`config.mk`:
```
export PLATFORM = sky130hd
export DESIGN_NAME = counter
export DESIGN_NICKNAME = d
export VERILOG_FILES = /design/src/rtl/counter.sv
export SDC_FILE = /design/constraint.sdc
export NUM_CORES = 1
export LEC_CHECK = 0
export ABC_CLOCK_PERIOD_IN_PS = 2000
export CAP_MARGIN = 0
export CORE_AREA = 2 2 39 41
export CTS_CLUSTER_DIAMETER = 40
export DETAILED_ROUTE_END_ITERATION = 8
export DIE_AREA = 0 0 41 43
export SLEW_MARGIN = 0
export SYNTH_ARGS = -nofsm -noshare
export SYNTH_HDL_FRONTEND = slang
export SYNTH_SLANG_ARGS = --single-unit
```
`constraint.sdc`:
```
create_clock -name clk -period 2 [get_ports clk]
set_input_delay 0.3 -clock clk [delete_from_list [all_inputs] [get_ports clk]]
set_output_delay 0.3 -clock clk [all_outputs]
set_load 0.01 [all_outputs]
```
`src/rtl/counter.sv`:
```
`default_nettype none
// ============================================================================
// counter : up/down counter with independent increment/decrement strobes.
//           Optional macro COUNTER_SATURATE_EN selects saturating arithmetic.
// Revision: 1.0
// ============================================================================
module counter #(
  parameter int WIDTH                = 4,
  parameter int unsigned RESET_VALUE = 0
) (
  input  logic             clk,
  input  logic             reset,
  input  logic             increment,
  input  logic             decrement,
  output logic [WIDTH-1:0] count
);

  localparam logic [WIDTH-1:0] c_reset_value = RESET_VALUE[WIDTH-1:0];
  localparam logic [WIDTH-1:0] c_one         = {{(WIDTH-1){1'b0}}, 1'b1};

  logic [WIDTH-1:0] r_count;
  logic [WIDTH-1:0] w_count_next;
  logic             w_up;
  logic             w_down;

  // Simultaneous requests cancel, so only one direction is ever active.
  assign w_up   = increment & ~decrement;
  assign w_down = decrement & ~increment;

`ifdef COUNTER_SATURATE_EN
  logic w_at_max;
  logic w_at_min;

  assign w_at_max = &r_count;
  assign w_at_min = ~|r_count;

  always_comb begin
    w_count_next = r_count;
    if (w_up && !w_at_max) begin
      w_count_next = r_count + c_one;
    end else if (w_down && !w_at_min) begin
      w_count_next = r_count - c_one;
    end
  end
`else
  // Modulo arithmetic: natural WIDTH-bit overflow provides the wrap.
  always_comb begin
    w_count_next = r_count;
    if (w_up) begin
      w_count_next = r_count + c_one;
    end else if (w_down) begin
      w_count_next = r_count - c_one;
    end
  end
`endif

  always_ff @(posedge clk or negedge reset) begin
    if (!reset) begin
      r_count <= c_reset_value;
    end else begin
      r_count <= w_count_next;
    end
  end

  assign count = r_count;

endmodule
`default_nettype wire

```
==> results of run 1 <==
==> logic make-up (layout without fill, tap and decap cells) <==
family                     Yosys count  in the layout
DFF                                  4              4
and+or+nand+nor                      8              8
adders and majority gates            4              4
buffers and inverters                3             17
muxes                                2              2
xor gates and xnor gates             2              2
AOI/OAI and AO/OA                    6              6
==> worst max-delay path: cells and delay by family <==
kind / cells / cell delay, ns
AOI/OAI and AO/OA: 2 / 0.17
and+or+nand+nor: 1 / 0.50
adders and majority gates: 2 / 0.46
buffers and inverters: 3 / 0.57
==> cell usage after synthesis <==
master,number,share of area
clkbuf_2,1,0.016
nand3b_1,1,0.024
ha_1,3,0.12
o21ai_0,1,0.016
or3_1,1,0.020
mux2i_1,1,0.033
nand3_1,2,0.033
dfrtp_1,4,0.33
a21oi_1,2,0.033
fa_1,1,0.065
inv_1,2,0.024
nand2_1,2,0.024
nor3_1,1,0.016
xnor2_1,2,0.057
or4_4,1,0.037
a2111o_1,1,0.037
o211ai_2,2,0.081
mux2_2,1,0.037
==> stage by stage <==
step / worst slack [ns] / utilization
after detailed placement: -0.134 / 0.311
after global placement: -0.125 / 0.311
after CTS: 0.0993 / 0.327
after floorplan: 0.241 / -
after global routing: 0.00115 / 0.327
final: 0.106 / 0.327
==> final timing paths <==
check / startpoint / endpoint / slack (ns) / depth (start not counted)
max in group asynchronous: reset / count[3] / 1.57 / 1
min in group clk: count[2] / count[2] / 0.55 / 2
hold / removal: reset / count[1] / 0.27 / 1
hold reg to reg: count[2] / count[2] / 0.55 / 2
setup / recovery: decrement / count[3] / 0.11 / 8
setup reg to reg: count[2] / count[3] / 0.45 / 4
==> layout make-up <==
class,instances,area [um2],share of cell area
well taps,16,20.0,0.0442
flip-flops and latches,4,100,0.221
repair buffers,12,108,0.238
multi-input cells,22,195,0.431
inverters,2,7.51,0.0166
clock buffers,3,22.5,0.0497
==> power breakdown <==
part | leakage [nW] | internal, mW | switching, mW
combinational | 0.130 | 0.222 | 0.149
clock | 0.0138 | 0.0667 | 0.0271
sequential | 0.0478 | 0.124 | 0.0523
total | 0.192 | 0.412 | 0.228
==> metal layers <==
metal,global-route usage,share of wire,vias to the layer above
li1,-,-,135
met1,0.103,0.46,130
met2,0.138,0.53,3
met3,0,0.016,0
met4,0.0600,0,0
met5,0,0,-
==> cell usage in the layout (no fill, tap or decap) <==
cell,netlist,routed
a2111o_1,1,1
a21oi_1,2,2
buf_4,0,5
clkbuf_4,0,3
clkdlybuf4s50_1,0,7
dfrtp_1,4,4
fa_1,1,1
ha_1,3,3
inv_1,2,2
mux2_2,1,1
mux2i_1,1,1
nand2_1,2,2
nand3_1,2,2
nand3b_1,1,1
nor3_1,1,1
o211ai_2,2,2
o21ai_0,1,1
or3_1,1,1
or4_4,1,1
xnor2_1,2,2
==> results.toml, run 1 <==
[pwr]
power_uw = 641
power_density_nw_per_um2 = 1410
total_leakage_power_nw = 0.192
ir_drop_mv = 0.599

[worst_setup_path]
cpPeakStageDelay_ns = 0.50
crit_chain = "clkdlybuf4s50_1 -> inv_1 -> ha_1 -> inv_1 -> ha_1 -> or4_4 -> o211ai_2 -> o211ai_2"
crit_path_start_kind = "primary input"
cp.required_ns = 2.10
critPathArrivalTime_ns = 2.00
cp_max_fo = 5
worst_setup_path_end_kind = "flip-flop"
worst_path_max_delay_cell = "or4_4"
worstSetupPathType = "primary input to flip-flop"

[flow_run]
cap_violations = 0

[drt]
drc = 0
vias = 268
dr.pass1.iters = 2
wl_um = 546
wl_per_cell_um = 9.25
drtAntennaViolNets = 0
drt-initial-drc-count = 5
vias_per_cell = 4.54

[clock_tree]
post_cts_buffers = 0
cts_tree = "yes"
clkSinkCount = 4
cts_made_buffers = 3
worstSkewPairLatency_ns = 0.23
clockBufferDepth = 2
hold_buffers = 0
cts_repair_resize_count = 0
htree_levels = 1
clockRootBuffer = "clkbuf_4"
cts.reportedPaths.clkPinSlew_ns = 0.03

[placement]
dp_cells = 56
dp_hpwl_um = 464
dpl_cell_area_um2 = 430
gp_congestion = 0.769
portBuffers = 7

[outcome]
status = "complete, no violations"

[logic_synthesis]
synth-seq-cells = 4
yosysSeqAreaShare = 0.325
synth_warnings = 0
synth_compound_area_frac = 0.167
syn_inst = 29
synth_top_family_by_area = "adder cells"
synthMuxAreaShare = 0.0691
syn_area_um2 = 308
synth_fa_ha_area_frac = 0.187
synth_xor_area_frac = 0.0569
syn_area_per_cell_um2 = 10.6
yosys.area_share.simple = 0.154
ys_types = 18
syn_nets = 37

[cells_and_area]
n_antenna_cell = 0
fillers = 150
post-route-cell-area_um2 = 453
largest_reg_flops = 4
layout-drive-gt1-share = 0.279
area_growth_pct = 47.2
final_nets = 53
instances_no_fill = 59

[timing]
fin_crit_sh = 0.947
hold_viol = 0
tns_ns = 0
fmax_mhz = 528
slew_headroom = 0.860
hold_ws_ns = 0.271
period_needed_ns = 1.89
skew_ns = 0.000796
finalSetupViolCount = 0
rsz0062_at_grt = "no"
worst_slew_pin_slew_ns = 0.210
final-max-slew-violation-count = 0

[die]
rows = 14
die_area_um2 = 1760
coreArea_um2 = 1380
start_util = 0.222
die_width_um = 41
die_h_um = 43
pin_count = 8

[global_route]
grt.total_usage = 0.0851
grt_pass1_vias = 290
antenna_found_initial = 0
grt_max_degree = 8
grt_pass1_wl_um = 1060
grt-ovfl-total = 0

[worst_hold_path]
min_path_type = "primary input to async pin"
Note: power is estimated with default switching activity, not from simulation.
==> run 2, diff against run 1 <==
Settings changed: CTS_CLUSTER_DIAMETER 40 to 120.
==> results of run 2 <==
Same layout as run 1: the final DEF is identical, and so are final timing and power.
==> run 3, diff against run 2 <==
Settings changed: PLACE_DENSITY set to 0.47.
==> results.toml, run 3 (same netlist as run 1, synthesis figures left out) <==
[pwr]
ir_drop_mv = 0.487
total_leakage_power_nw = 0.192
power_density_nw_per_um2 = 1440

[cells_and_area]
post-route-cell-area_um2 = 453
final_common_cell = "clkdlybuf4s50_1"
n_antenna_cell = 0
largest_reg_flops = 4
area_growth_pct = 47.2
mostFrequentLayoutCells = "clkdlybuf4s50_1, buf_4, dfrtp_1, ha_1, clkbuf_4"
layout-drive-gt1-share = 0.279
fillers = 150
final_nets = 53

[global_route]
use_met1 = 0.125
met3_usage = 0.0314
antenna_found_initial = 0
grt_use_met2 = 0.138
grt-ovfl-total = 0
grt_pass1_wl_um = 1130
grt.busiest_layer = "met2"
grt_max_degree = 8
grt_pass1_vias = 265
grt.total_usage = 0.104

[timing]
skew_ns = 0.00447
rsz0062_at_grt = "no"
tns_ns = 0
period_needed_ns = 1.90
fin_crit_sh = 0.948
worst_slew_pin_slew_ns = 0.226
slew_headroom = 0.849
fmax_mhz = 528
finalSetupViolCount = 0
hold_viol = 0
final-max-slew-violation-count = 0

[drt]
drc = 0
vias_per_cell = 4.53
drtAntennaViolNets = 0
drt-initial-drc-count = 1
wl_per_cell_um = 10.7
dr.pass1.iters = 2
vias = 267
wl_um = 634

[worst_setup_path]
cp.required_ns = 2.11
cp_top_family = "buffers and inverters"
rr_worst_depth = 4
worst_path_max_delay_cell = "or4_4"
crit_path_start_kind = "primary input"
rrSetupSlack_ns = 0.43
worstSetupPathType = "primary input to flip-flop"
crit_chain = "clkdlybuf4s50_1 -> ha_1 -> inv_1 -> ha_1 -> or4_4 -> o211ai_2 -> o211ai_2"
critPathArrivalTime_ns = 2.01
worst_setup_path_end_kind = "flip-flop"
r2r_start = "count[2]"
cpPeakStageDelay_ns = 0.50
critPathBufInv = 2
r2r-end = "count[3]"
cp_max_fo = 5

[placement]
dpl_cell_area_um2 = 430
dp_hpwl_um = 538
portBuffers = 7
gp_congestion = 0.684

[clock_tree]
cts_repair_resize_count = 0
worstSkewPairLatency_ns = 0.24
clockRootBuffer = "clkbuf_4"
htree_levels = 1
cts_made_buffers = 3
clkSinkCount = 4
post_cts_buffers = 0
clockBufferDepth = 2
cts.reportedPaths.clkPinSlew_ns = 0.04
hold_buffers = 0
cts_tree = "yes"

[die]
die_width_um = 41
coreArea_um2 = 1380
start_util = 0.222
die_area_um2 = 1760
die_h_um = 43
rows = 14
pin_count = 8

[flow_run]
cap_violations = 0

[outcome]
status = "complete, no violations"

[worst_hold_path]
min_path_type = "primary input to async pin"
run 3: worst max-delay path by stage:
stage / cells after the start / end / start
2_1_floorplan: 7 / count[3] / decrement
3_3_place_gp: 8 / count[3] / decrement
3_5_place_dp: 8 / count[3] / decrement
4_1_cts: 7 / count[3] / increment
5_1_grt: 7 / count[3] / increment
6_report: 7 / count[3] / increment
run 3: where the power goes:
part / total [mW] / internal (mW) / switching [mW]
clock network: 0.102 / 0.0672 / 0.0346
registers: 0.177 / 0.124 / 0.0532
logic: 0.372 / 0.221 / 0.151
run 3: through the flow:
| stage | setup slack (ns) | total power [mW] | hold WS [ns] | std cells | util |
|---|---|---|---|---|---|
| final | 0.105 | 0.651 | 0.271 | 59 | 0.327 |
| after global routing | 0.0335 | 0.727 | 0.280 | 59 | 0.327 |
| after CTS | 0.0998 | 0.669 | 0.268 | 59 | 0.327 |
| after detailed placement | -0.153 | 0.560 | 0.521 | 56 | 0.311 |
| after global placement | -0.118 | 0.549 | 0.520 | 56 | 0.311 |
| after floorplan | 0.241 | 0.385 | 0.00441 | 29 | - |
run 3: cell type report:
class                   count  area, um2  share of cell area
well taps                  16       20.0              0.0442
flip-flops and latches      4        100               0.221
inverters                   2       7.51              0.0166
multi-input cells          22        195               0.431
repair buffers             12        108               0.238
clock buffers               3       22.5              0.0497
run 3: routing by layer:
layer / vias up / wire (um) / part of all wire
li1: 135 / - / -
met1: 128 / 271 / 0.43
met2: 2 / 335 / 0.53
met3: 2 / 17 / 0.027
met4: 0 / 10 / 0.016
met5: - / 0 / 0
